**src/rtl/tone_pkg.sv**
```systemverilog
// Shared types and helpers for the two-channel tone synthesizer.
package tone_pkg;

    localparam int unsigned AMP_W       = 15;
    localparam int unsigned SMP_W       = 16;
    localparam int unsigned SILENCE_MAX = 1;

    typedef enum logic [1:0] {
        IDLE    = 2'd0,
        PLAY    = 2'd1,
        RELEASE = 2'd2
    } ch_state_t;

    // Target envelope amplitude for a volume level; 6 and 7 saturate at level 5.
    function automatic logic [AMP_W-1:0] vol_to_amp(input logic [2:0] vol);
        logic [AMP_W-1:0] amp;
        case (vol)
            3'd0:    amp = 15'h0000;
            3'd1:    amp = 15'h0800;
            3'd2:    amp = 15'h1000;
            3'd3:    amp = 15'h2000;
            3'd4:    amp = 15'h3000;
            default: amp = 15'h4000;
        endcase
        return amp;
    endfunction

endpackage

```
**src/rtl/tone_channel.sv**
```systemverilog
// One synth channel: divider latch, half-period counter, linear envelope, IDLE/PLAY/RELEASE control.
module tone_channel
    import tone_pkg::*;
#(
    parameter int unsigned DIV_W    = 22,
    parameter logic [15:0] AMP_STEP = 16'h0100
) (
    input  logic               clk,
    input  logic               rst,
    input  logic               tick,
    input  logic [DIV_W-1:0]   note_div,
    input  logic [AMP_W-1:0]   target_amp,
    output logic [SMP_W-1:0]   sample,
    output logic               active
);

    ch_state_t          state;
    logic [DIV_W-1:0]   div_l;
    logic [DIV_W-1:0]   cnt;
    logic               phase;
    logic [AMP_W-1:0]   amp;

    logic [DIV_W-1:0]   half_c;
    logic               toggle_c;
    logic               boundary_c;
    logic               sound_c;
    logic               changed_c;
    logic               go_idle_c;
    logic [AMP_W-1:0]   env_tgt_c;
    logic [AMP_W:0]     up_c;
    logic [AMP_W:0]     dn_c;
    logic [AMP_W-1:0]   env_c;
    logic [AMP_W-1:0]   amp_nx_c;
    logic               phase_nx_c;
    logic [SMP_W-1:0]   mag_c;
    logic [SMP_W-1:0]   smp_c;

    // Period tracking, envelope step and the next amp/phase that feed the sample register.
    always_comb begin
        half_c     = div_l >> 1;
        toggle_c   = (cnt == half_c - DIV_W'(1));
        boundary_c = toggle_c && !phase;
        sound_c    = (note_div > DIV_W'(SILENCE_MAX));
        changed_c  = (note_div != div_l);
        go_idle_c  = (state == RELEASE) && !sound_c && tick && (amp == '0);
        env_tgt_c  = (state == PLAY) ? target_amp : '0;
        up_c       = (AMP_W+1)'(amp) + (AMP_W+1)'(AMP_STEP);
        dn_c       = (AMP_W+1)'(env_tgt_c) + (AMP_W+1)'(AMP_STEP);
        env_c      = amp;
        if (amp < env_tgt_c) begin
            env_c = (up_c > (AMP_W+1)'(env_tgt_c)) ? env_tgt_c : up_c[AMP_W-1:0];
        end else if (amp > env_tgt_c) begin
            env_c = ((AMP_W+1)'(amp) > dn_c) ? (amp - AMP_W'(AMP_STEP)) : env_tgt_c;
        end
        if (state == PLAY || state == RELEASE) begin
            amp_nx_c   = tick ? env_c : amp;
            phase_nx_c = go_idle_c ? 1'b0 : (toggle_c ? ~phase : phase);
        end else begin
            amp_nx_c   = '0;
            phase_nx_c = sound_c;
        end
        mag_c = {1'b0, amp_nx_c};
        smp_c = phase_nx_c ? mag_c : (SMP_W'(0) - mag_c);
    end

    // Channel state machine with registered sample and activity flag.
    always_ff @(posedge clk) begin
        if (!rst) begin
            state  <= IDLE;
            div_l  <= DIV_W'(1);
            cnt    <= '0;
            phase  <= 1'b0;
            amp    <= '0;
            sample <= '0;
            active <= 1'b0;
        end else begin
            amp    <= amp_nx_c;
            phase  <= phase_nx_c;
            sample <= smp_c;
            case (state)
                IDLE: begin
                    cnt <= '0;
                    if (sound_c) begin
                        div_l  <= note_div;
                        state  <= PLAY;
                        active <= 1'b1;
                    end
                end
                PLAY: begin
                    cnt <= toggle_c ? '0 : cnt + DIV_W'(1);
                    if (!sound_c) begin
                        state <= RELEASE;
                    end else if (boundary_c && changed_c) begin
                        div_l <= note_div;
                    end
                end
                RELEASE: begin
                    cnt <= (toggle_c || go_idle_c) ? '0 : cnt + DIV_W'(1);
                    if (sound_c) begin
                        state <= PLAY;
                        if (boundary_c && changed_c) begin
                            div_l <= note_div;
                        end
                    end else if (go_idle_c) begin
                        state  <= IDLE;
                        active <= 1'b0;
                    end
                end
                default: begin
                    state  <= IDLE;
                    cnt    <= '0;
                    active <= 1'b0;
                end
            endcase
        end
    end

endmodule

```
**src/rtl/tone_synth.sv**
```systemverilog
// Two-channel square-wave synth: shared envelope ramp timer, volume decode, channel pair.
module tone_synth
    import tone_pkg::*;
#(
    parameter int unsigned DIV_W    = 22,
    parameter int unsigned RAMP_DIV = 1024,
    parameter logic [15:0] AMP_STEP = 16'h0100
) (
    input  logic               clk,
    input  logic               rst,
    input  logic [DIV_W-1:0]   note_div_left,
    input  logic [DIV_W-1:0]   note_div_right,
    input  logic [2:0]         volume,
    output logic [15:0]        audio_left,
    output logic [15:0]        audio_right,
    output logic [1:0]         active
);

    localparam int unsigned RAMP_W = (RAMP_DIV > 1) ? $clog2(RAMP_DIV) : 1;

    logic [RAMP_W-1:0] ramp_cnt;
    logic              tick;
    logic [AMP_W-1:0]  target_c;
    logic              act_left;
    logic              act_right;

    assign tick     = (ramp_cnt == RAMP_W'(RAMP_DIV - 1));
    assign target_c = vol_to_amp(volume);

    // Free-running envelope step timer shared by both channels.
    always_ff @(posedge clk) begin
        if (!rst) begin
            ramp_cnt <= '0;
        end else if (tick) begin
            ramp_cnt <= '0;
        end else begin
            ramp_cnt <= ramp_cnt + RAMP_W'(1);
        end
    end

    tone_channel #(
        .DIV_W    (DIV_W),
        .AMP_STEP (AMP_STEP)
    ) u_left (
        .clk        (clk),
        .rst        (rst),
        .tick       (tick),
        .note_div   (note_div_left),
        .target_amp (target_c),
        .sample     (audio_left),
        .active     (act_left)
    );

    tone_channel #(
        .DIV_W    (DIV_W),
        .AMP_STEP (AMP_STEP)
    ) u_right (
        .clk        (clk),
        .rst        (rst),
        .tick       (tick),
        .note_div   (note_div_right),
        .target_amp (target_c),
        .sample     (audio_right),
        .active     (act_right)
    );

    assign active = {act_left, act_right};

endmodule

```
**config.mk**
```make
export PLATFORM = sky130hd
export DESIGN_NAME = tone_synth
export DESIGN_NICKNAME = d
export VERILOG_FILES = /design/src/rtl/tone_pkg.sv /design/src/rtl/tone_channel.sv /design/src/rtl/tone_synth.sv
export SDC_FILE = /design/constraint.sdc
export NUM_CORES = 1
export LEC_CHECK = 0
export ABC_CLOCK_PERIOD_IN_PS = 4330
export BUFFER_PORTS_ARGS = -buffer_cell sky130_fd_sc_hd__buf_4
export CORE_ASPECT_RATIO = 0.6
export CORE_UTILIZATION = 45
export CTS_CLUSTER_DIAMETER = 60
export DETAILED_ROUTE_END_ITERATION = 8
export GPL_TIMING_DRIVEN = 0
export HOLD_SLACK_MARGIN = 0.15
export PLACE_DENSITY = 0.63
export SLEW_MARGIN = 20
export SYNTH_ARGS = -nofsm -noshare
export SYNTH_HDL_FRONTEND = slang
export SYNTH_HIERARCHICAL = 1
export SYNTH_SLANG_ARGS = --single-unit
```
**constraint.sdc**
```tcl
create_clock -name clk -period 4.33 [get_ports clk]
set_input_delay 0.433 -clock clk [delete_from_list [all_inputs] [get_ports clk]]
set_output_delay 0.433 -clock clk [all_outputs]
set_load 0.02 [all_outputs]
```
Word-level counts from Yosys, hierarchy flattened
Index checks and enable logic that the tools add are counted.
- register bits: 168
- input bits: 49
- output and inout bits: 34
- word-level logic and storage cells: 163
- $add $sub $neg: 13
- order comparisons: 10
- eq/ne operators: 27
- mux-type cells: 55
- bitwise operators: 5
- reduce and logical (&&, ||, !) cells: 36
- operators with widths (operator ; number):
    $mux W15 ; 16
    $mux W22 ; 10
    $pmux W22 S2 ; 4
    $pmux W15 S5 ; 1
    $add A15 B9 Y16 const B ; 4
    $add A22 B1 Y22 const B ; 2
    $eq A22 B22 Y1 ; 2
    $gt A22 B1 Y1 const B ; 2
    $ne A22 B22 Y1 ; 2
    $sub A21 B1 Y22 const B ; 2
    $gt A15 B16 Y1 ; 2
    $gt A16 B15 Y1 ; 2
    $sub A1 B15 Y16 const A ; 2
    $gt A15 B15 Y1 ; 2
    $logic_not A15 Y1 ; 2
    $lt A15 B15 Y1 ; 2
    $sub A15 B9 Y15 const B ; 2
    $mux W2 ; 8
    $ne A2 B1 Y1 const B ; 8
    $reduce_and A4 Y1 ; 4
    $mux W1 ; 12
    $pmux W2 S3 ; 2
    $add A10 B1 Y10 const B ; 1
    $eq A10 B10 Y1 const B ; 1
    17 further kinds ; 51

Logic depth before layout (Yosys ltp)
- word-level depth: 12
- depth in mapped cells: 29
- depth with buffers taken out: 25

Hierarchy
The synthesis kept the hierarchy.
- modules (own cells, without submodules) (module ; instances ; cells each ; area an instance (um^2) ; sequential area each (um^2)):
    tone_channel at u_left ; 1 ; 747 ; 6252.2 ; 1561.5
    tone_channel at u_right ; 1 ; 742 ; 5906.9 ; 1561.5
    tone_synth ; 1 ; 63 ; 528.0 ; 200.2

Worst setup path before layout
Ideal clock, no wire load.
- kind: reg2reg
- from: reg u_left.state[1]
- to: reg u_left.sample[12]
- setup time: 0.121 ns
- data arrival time: 4.065 ns
- required time: 4.209 ns
- slack: 0.144 ns
- stages on the path, launching flop included: 20
- path buffers: 2
- path through: dfxtp_1 inv_1 ha_1 clkbuf_1 buf_1 nand2_1 ha_1 nand4_1 nor3_1 and3_4 a211o_2 nand2_1 a211oi_1 nor2_1 inv_1 ha_1 inv_1 nor4_4 a41oi_1 mux2_4
- cells in the longest elaborated chain, start to end: 11
- elaborated cells between the ends (all ways): 22
- those cells by class: 2 x add/sub; 4 x order compare; 2 x eq/ne; 10 x mux; 4 x reduce/logical
- RTL lines (item ; line ; text):
    start, declared ; tone_channel.sv:17 ; ch_state_t state;
    start signal, assigned ; tone_channel.sv:69 ; state <= IDLE;
    start signal, assigned ; tone_channel.sv:85 ; state <= PLAY;
    start signal, assigned ; tone_channel.sv:92 ; state <= RELEASE;
    $eq A2 B1 Y1 ; tone_channel.sv:46, tone_channel.sv:55 ;
    $mux W15 ; tone_channel.sv:46 ; env_tgt_c = (state == PLAY) ? target_amp : '0;
    $add A15 B9 Y16 ; tone_channel.sv:48 ; dn_c = (AMP_W+1)'(env_tgt_c) + (AMP_W+1)'(AMP_STEP);
    $gt A15 B16 Y1 ; tone_channel.sv:53 ; env_c = ((AMP_W+1)'(amp) > dn_c) ? (amp - AMP_W'(AMP_STEP)) : env_tgt_c;
    $mux W15 ; tone_channel.sv:53 ;
    $mux W15 ; tone_channel.sv:52 ; end else if (amp > env_tgt_c) begin
    $mux W15 ; tone_channel.sv:50 ; if (amp < env_tgt_c) begin
    $mux W15 ; tone_channel.sv:56 ; amp_nx_c = tick ? env_c : amp;
    $mux W15 ; tone_channel.sv:55 ; if (state == PLAY || state == RELEASE) begin
    $sub A1 B15 Y16 ; tone_channel.sv:63 ; smp_c = phase_nx_c ? mag_c : (SMP_W'(0) - mag_c);
    $mux W15 (*) ; tone_channel.sv:63 ;
    end signal, assigned ; tone_channel.sv:79 ; sample <= smp_c;
    end, declared ; tone_channel.sv:13 ; output logic [SMP_W-1:0] sample,
Mark *: on every way between the ends. The rest lies on a longest branch, timed or not.
A chain may end at the register's enable or synchronous reset.

Worst setup path after layout
- from: reg u_right.state[1]
- to: reg u_right.sample[14]
- cells in the longest elaborated chain, start to end: 11
- elaborated cells between the ends (all ways): 22
- those cells by class: 2 x add/sub; 4 x order compare; 2 x eq/ne; 10 x mux; 4 x reduce/logical
- RTL lines (item ; line):
    start, declared ; tone_channel.sv:17
    start signal, assigned ; tone_channel.sv:69
    start signal, assigned ; tone_channel.sv:85
    start signal, assigned ; tone_channel.sv:92
    $eq A2 B1 Y1 ; tone_channel.sv:46, tone_channel.sv:55
    $mux W15 ; tone_channel.sv:46
    $add A15 B9 Y16 ; tone_channel.sv:48
    $gt A15 B16 Y1 ; tone_channel.sv:53
    $mux W15 ; tone_channel.sv:53
    $mux W15 ; tone_channel.sv:52
    $mux W15 ; tone_channel.sv:50
    $mux W15 ; tone_channel.sv:56
    $mux W15 ; tone_channel.sv:55
    $sub A1 B15 Y16 ; tone_channel.sv:63
    $mux W15 (*) ; tone_channel.sv:63
    end signal, assigned ; tone_channel.sv:79
    end, declared ; tone_channel.sv:13
Marked as above.

==> qor.yml <==
timing.final.crit_period_ns: 4.286
synthToLayoutAreaGrowth_pct: 21.08
wirelength_um: 38190
dieHeight_um: 132.1
dieArea_um2: 28890
peakVddDrop_uv: 266.1
r2r-end: "u_right/sample[14]"
cts_tree: "built"
met3_usage: 0.05744
core_um2: 27640
post-route-period-util: 0.9899
ys_seq_elements: 166
fmax_ghz: 0.2333
synth-main-ff-cell: "dfxtp_1"
ios: 83
r2r_start: "u_right/state[1]"
ys_warn_count: 6
grt_pass1_vias: 10779
stdcell_area_um2: 15360
p_per_area_nw_per_um2: 498.3
start_kind: "register"
grt_pass1_wl_um: 59600
synth_edf_count: 0
avgSynthCellArea_um2: 8.175
hold_viol_final: 0
max_slew_margin: 0.4554
placed_area_um2: 13920
final_util: 0.5558
grt_antenna_before_repair: 2
die_w_um: 218.8
place.port_buffers: 82
holdWs_ns: 0.2331
async_reset_ff_frac: 0
routedWlPerCell_um: 18.16
p_leak_nw: 6.061
clock_tree.root_cell: "clkbuf_16"
numCtsBuffers: 17
crit_top_cell: "buf_6"
r2r_slack_ns: 0.04
grt_overflow: 0
max_cap_viol_count: 0
clock-sinks: 166
hold_class: "input pin to register"
gr-usage-met1: 0.4167
layout_setup_ws_ns: 0.04388
cts.clk_slew.worst_paths_ns: 0.08
cp_slowest_cell: "o41a_1"
synth_seq_area_share: 0.2619
dp_hpwl_um: 28850
clock_path_buffers: 2
start_util: 0.4590
use_met2: 0.3462
row_count: 47
reg2regPathDepth: 20
syn_area_um2: 12690
cts_max_level: 4
whs_endpoint: "u_right/div_l[0]"
syn_inst: 1552
dpl.cell_count: 2042
cp.required_ns: 4.70
rsz0062_at_grt: "true"
final_nets: 1856
cts_hold_buf: 0
gr-usage-all-layers: 0.2616
setup_viol: 0
drc: 0
grt_max_degree: 17
drt-initial-drc-count: 1227
crit_chain: "inv_2, ha_2, buf_6, clkbuf_16, nand2_4, xor2_1, ha_1, and3_4, o2111ai_4, o22ai_2, a21oi_4, or2_1, buf_6, o22a_1, buf_6, mux2i_4, nor2_2, nand3_4, o41a_1, mux2i_2"
synth_cell_types: 112
tightest_slew_ns: 0.8125
place_ws_ns: -1.300
dr.pass1.iters: 5
busiest_layer: "met1"
status: "finished clean"
viasPerCell: 5.695
crit_type: "register to register"
critical_path.max_fanout: 7
num_vias: 11977
gp_congestion: 0.9169
stdcell_count: 2103
whs_path_depth: 3
drive_above_1_share: 0.1932
clk-insertion-delay-late_ns: 0.45
fillers: 2541
fin_skew_ns: 0.01521
cp.arrival_ns: 4.65
drtAntennaViolNets: 0
cp-end-kind: "register"
min_from: "note_div_right[0]"
drv_slew: 0
max_stage_delay_ns: 0.49
==> metrics by stage <==
stage	power, W	TNS, ns
after global routing	0.008085	-0.4146
after floorplan	0.004560	0
after detailed placement	0.005388	-26.08
after CTS	0.007345	0
final	0.007654	0
after global placement	0.005342	-24.48
==> Yosys cell counts, types with 15 or more instances <==
library cell,count,share of area
clkbuf_1,44,0.013
nand3_1,60,0.024
and3_1,25,0.012
and2_1,18,0.0089
o21ai_0,53,0.021
ha_1,85,0.084
nand4_1,43,0.021
mux2i_1,59,0.047
dfxtp_1,166,0.26
inv_1,63,0.019
nor3_1,55,0.022
nor4_1,31,0.015
a31oi_1,15,0.0074
nor2_1,196,0.058
a21oi_1,76,0.030
xor2_1,67,0.046
nand2_1,103,0.030
xnor2_1,111,0.077
==> cells by family after synthesis <==
logic type                 share of synthesized area
AOI/OAI and AO/OA                             0.1553
xor gates and xnor gates                      0.1229
adders and majority gates                    0.08383
buffers and inverters                        0.05276
DFF                                           0.2619
muxes                                        0.05789
other                                      0.0002956
and+or+nand+nor                               0.2651
==> cell usage in the layout (no fill, tap or decap), types with 9 or more instances in the layout <==
master,instances
nor2_1,193
dfxtp_1,156
buf_4,119
xnor2_1,111
nand2_1,96
ha_1,77
a21oi_1,70
xor2_1,65
inv_1,59
nand3_1,59
mux2i_1,56
o21ai_0,51
nor3_1,47
nand4_1,43
conb_1,42
clkbuf_1,35
nor4_1,28
and3_1,23
clkbuf_16,18
and2_1,18
or3_1,14
a31oi_1,14
o211ai_1,13
nand2b_1,11
buf_2,10
dfxtp_2,10
nor3_2,9
buf_6,9
a21o_1,9
nor4_4,9
==> routing by layer <==
metal	routed length [µm]	part of all wire
met1	20080	0.53
met2	14970	0.39
met3	2723	0.071
met4	418	0.011
met5	0	0
==> worst max-delay path: cells and delay by family (launching register included) <==
family	cells	cell delay, ns
XOR/XNOR	1	0.18
adder cells (fa/ha/maj)	2	0.49
multiplexers	2	0.48
buffers and inverters	5	0.66
AND/OR/NAND/NOR	5	0.92
flip-flops	1	0.33
AO/OA/AOI/OAI	5	1.14
==> repair_timing <==
item / in CTS / in global routing
pin swaps: 12 / 26
setup endpoints to repair: 68 / 64
resized for setup: 60 / 76
buffers inserted: 7 / 20
gates cloned: 0 / 1
==> sequential cells by signal, indices dropped and copies added (netlist names), 2 cells and up <==
name and cells:
u_right/sample 16, u_right/state 2, u_right/cnt 22, u_left/sample 16
u_left/state 2, u_left/cnt 22, u_right/div_l 22, u_left/div_l 22
ramp_cnt 10, u_right/amp 14, u_left/amp 14
==> worst max path at each step <==
stage	slack (ns)	endpoint	cells past startpoint	from
after floorplan	0.14	u_left/sample[12]	19	u_left/state[1]
after global placement	-1.25	u_left/sample[10]	19	u_left/state[1]
after detailed placement	-1.30	u_left/sample[10]	19	u_left/state[1]
after CTS	0.004	u_left/sample[10]	19	u_left/state[1]
after global routing	-0.11	u_right/sample[14]	21	u_right/state[1]
final	0.04	u_right/sample[14]	20	u_right/state[1]
==> power breakdown <==
group	leakage (nW)	switching [W]	internal, W
Sequential	1.36	0.000200	0.00170
Combinational	4.39	0.00238	0.00159
Clock	0.318	0.000700	0.00109
Total	6.06	0.00328	0.00438
==> final cells by class <==
type | count | area (µm²) | share of cell area
well taps | 367 | 459.2 | 0.02989
multi-input cells | 1285 | 9305 | 0.6058
flip-flops and latches | 166 | 3336 | 0.2172
plain buffers | 79 | 521.8 | 0.03397
repair buffers | 110 | 823.3 | 0.05360
diodes | 2 | 5.005 | 0.0003258
inverters | 63 | 236.5 | 0.01539
clock buffers | 17 | 425.4 | 0.02769
clock inverters | 14 | 249.0 | 0.01621
(Power assumes the default switching activity.)
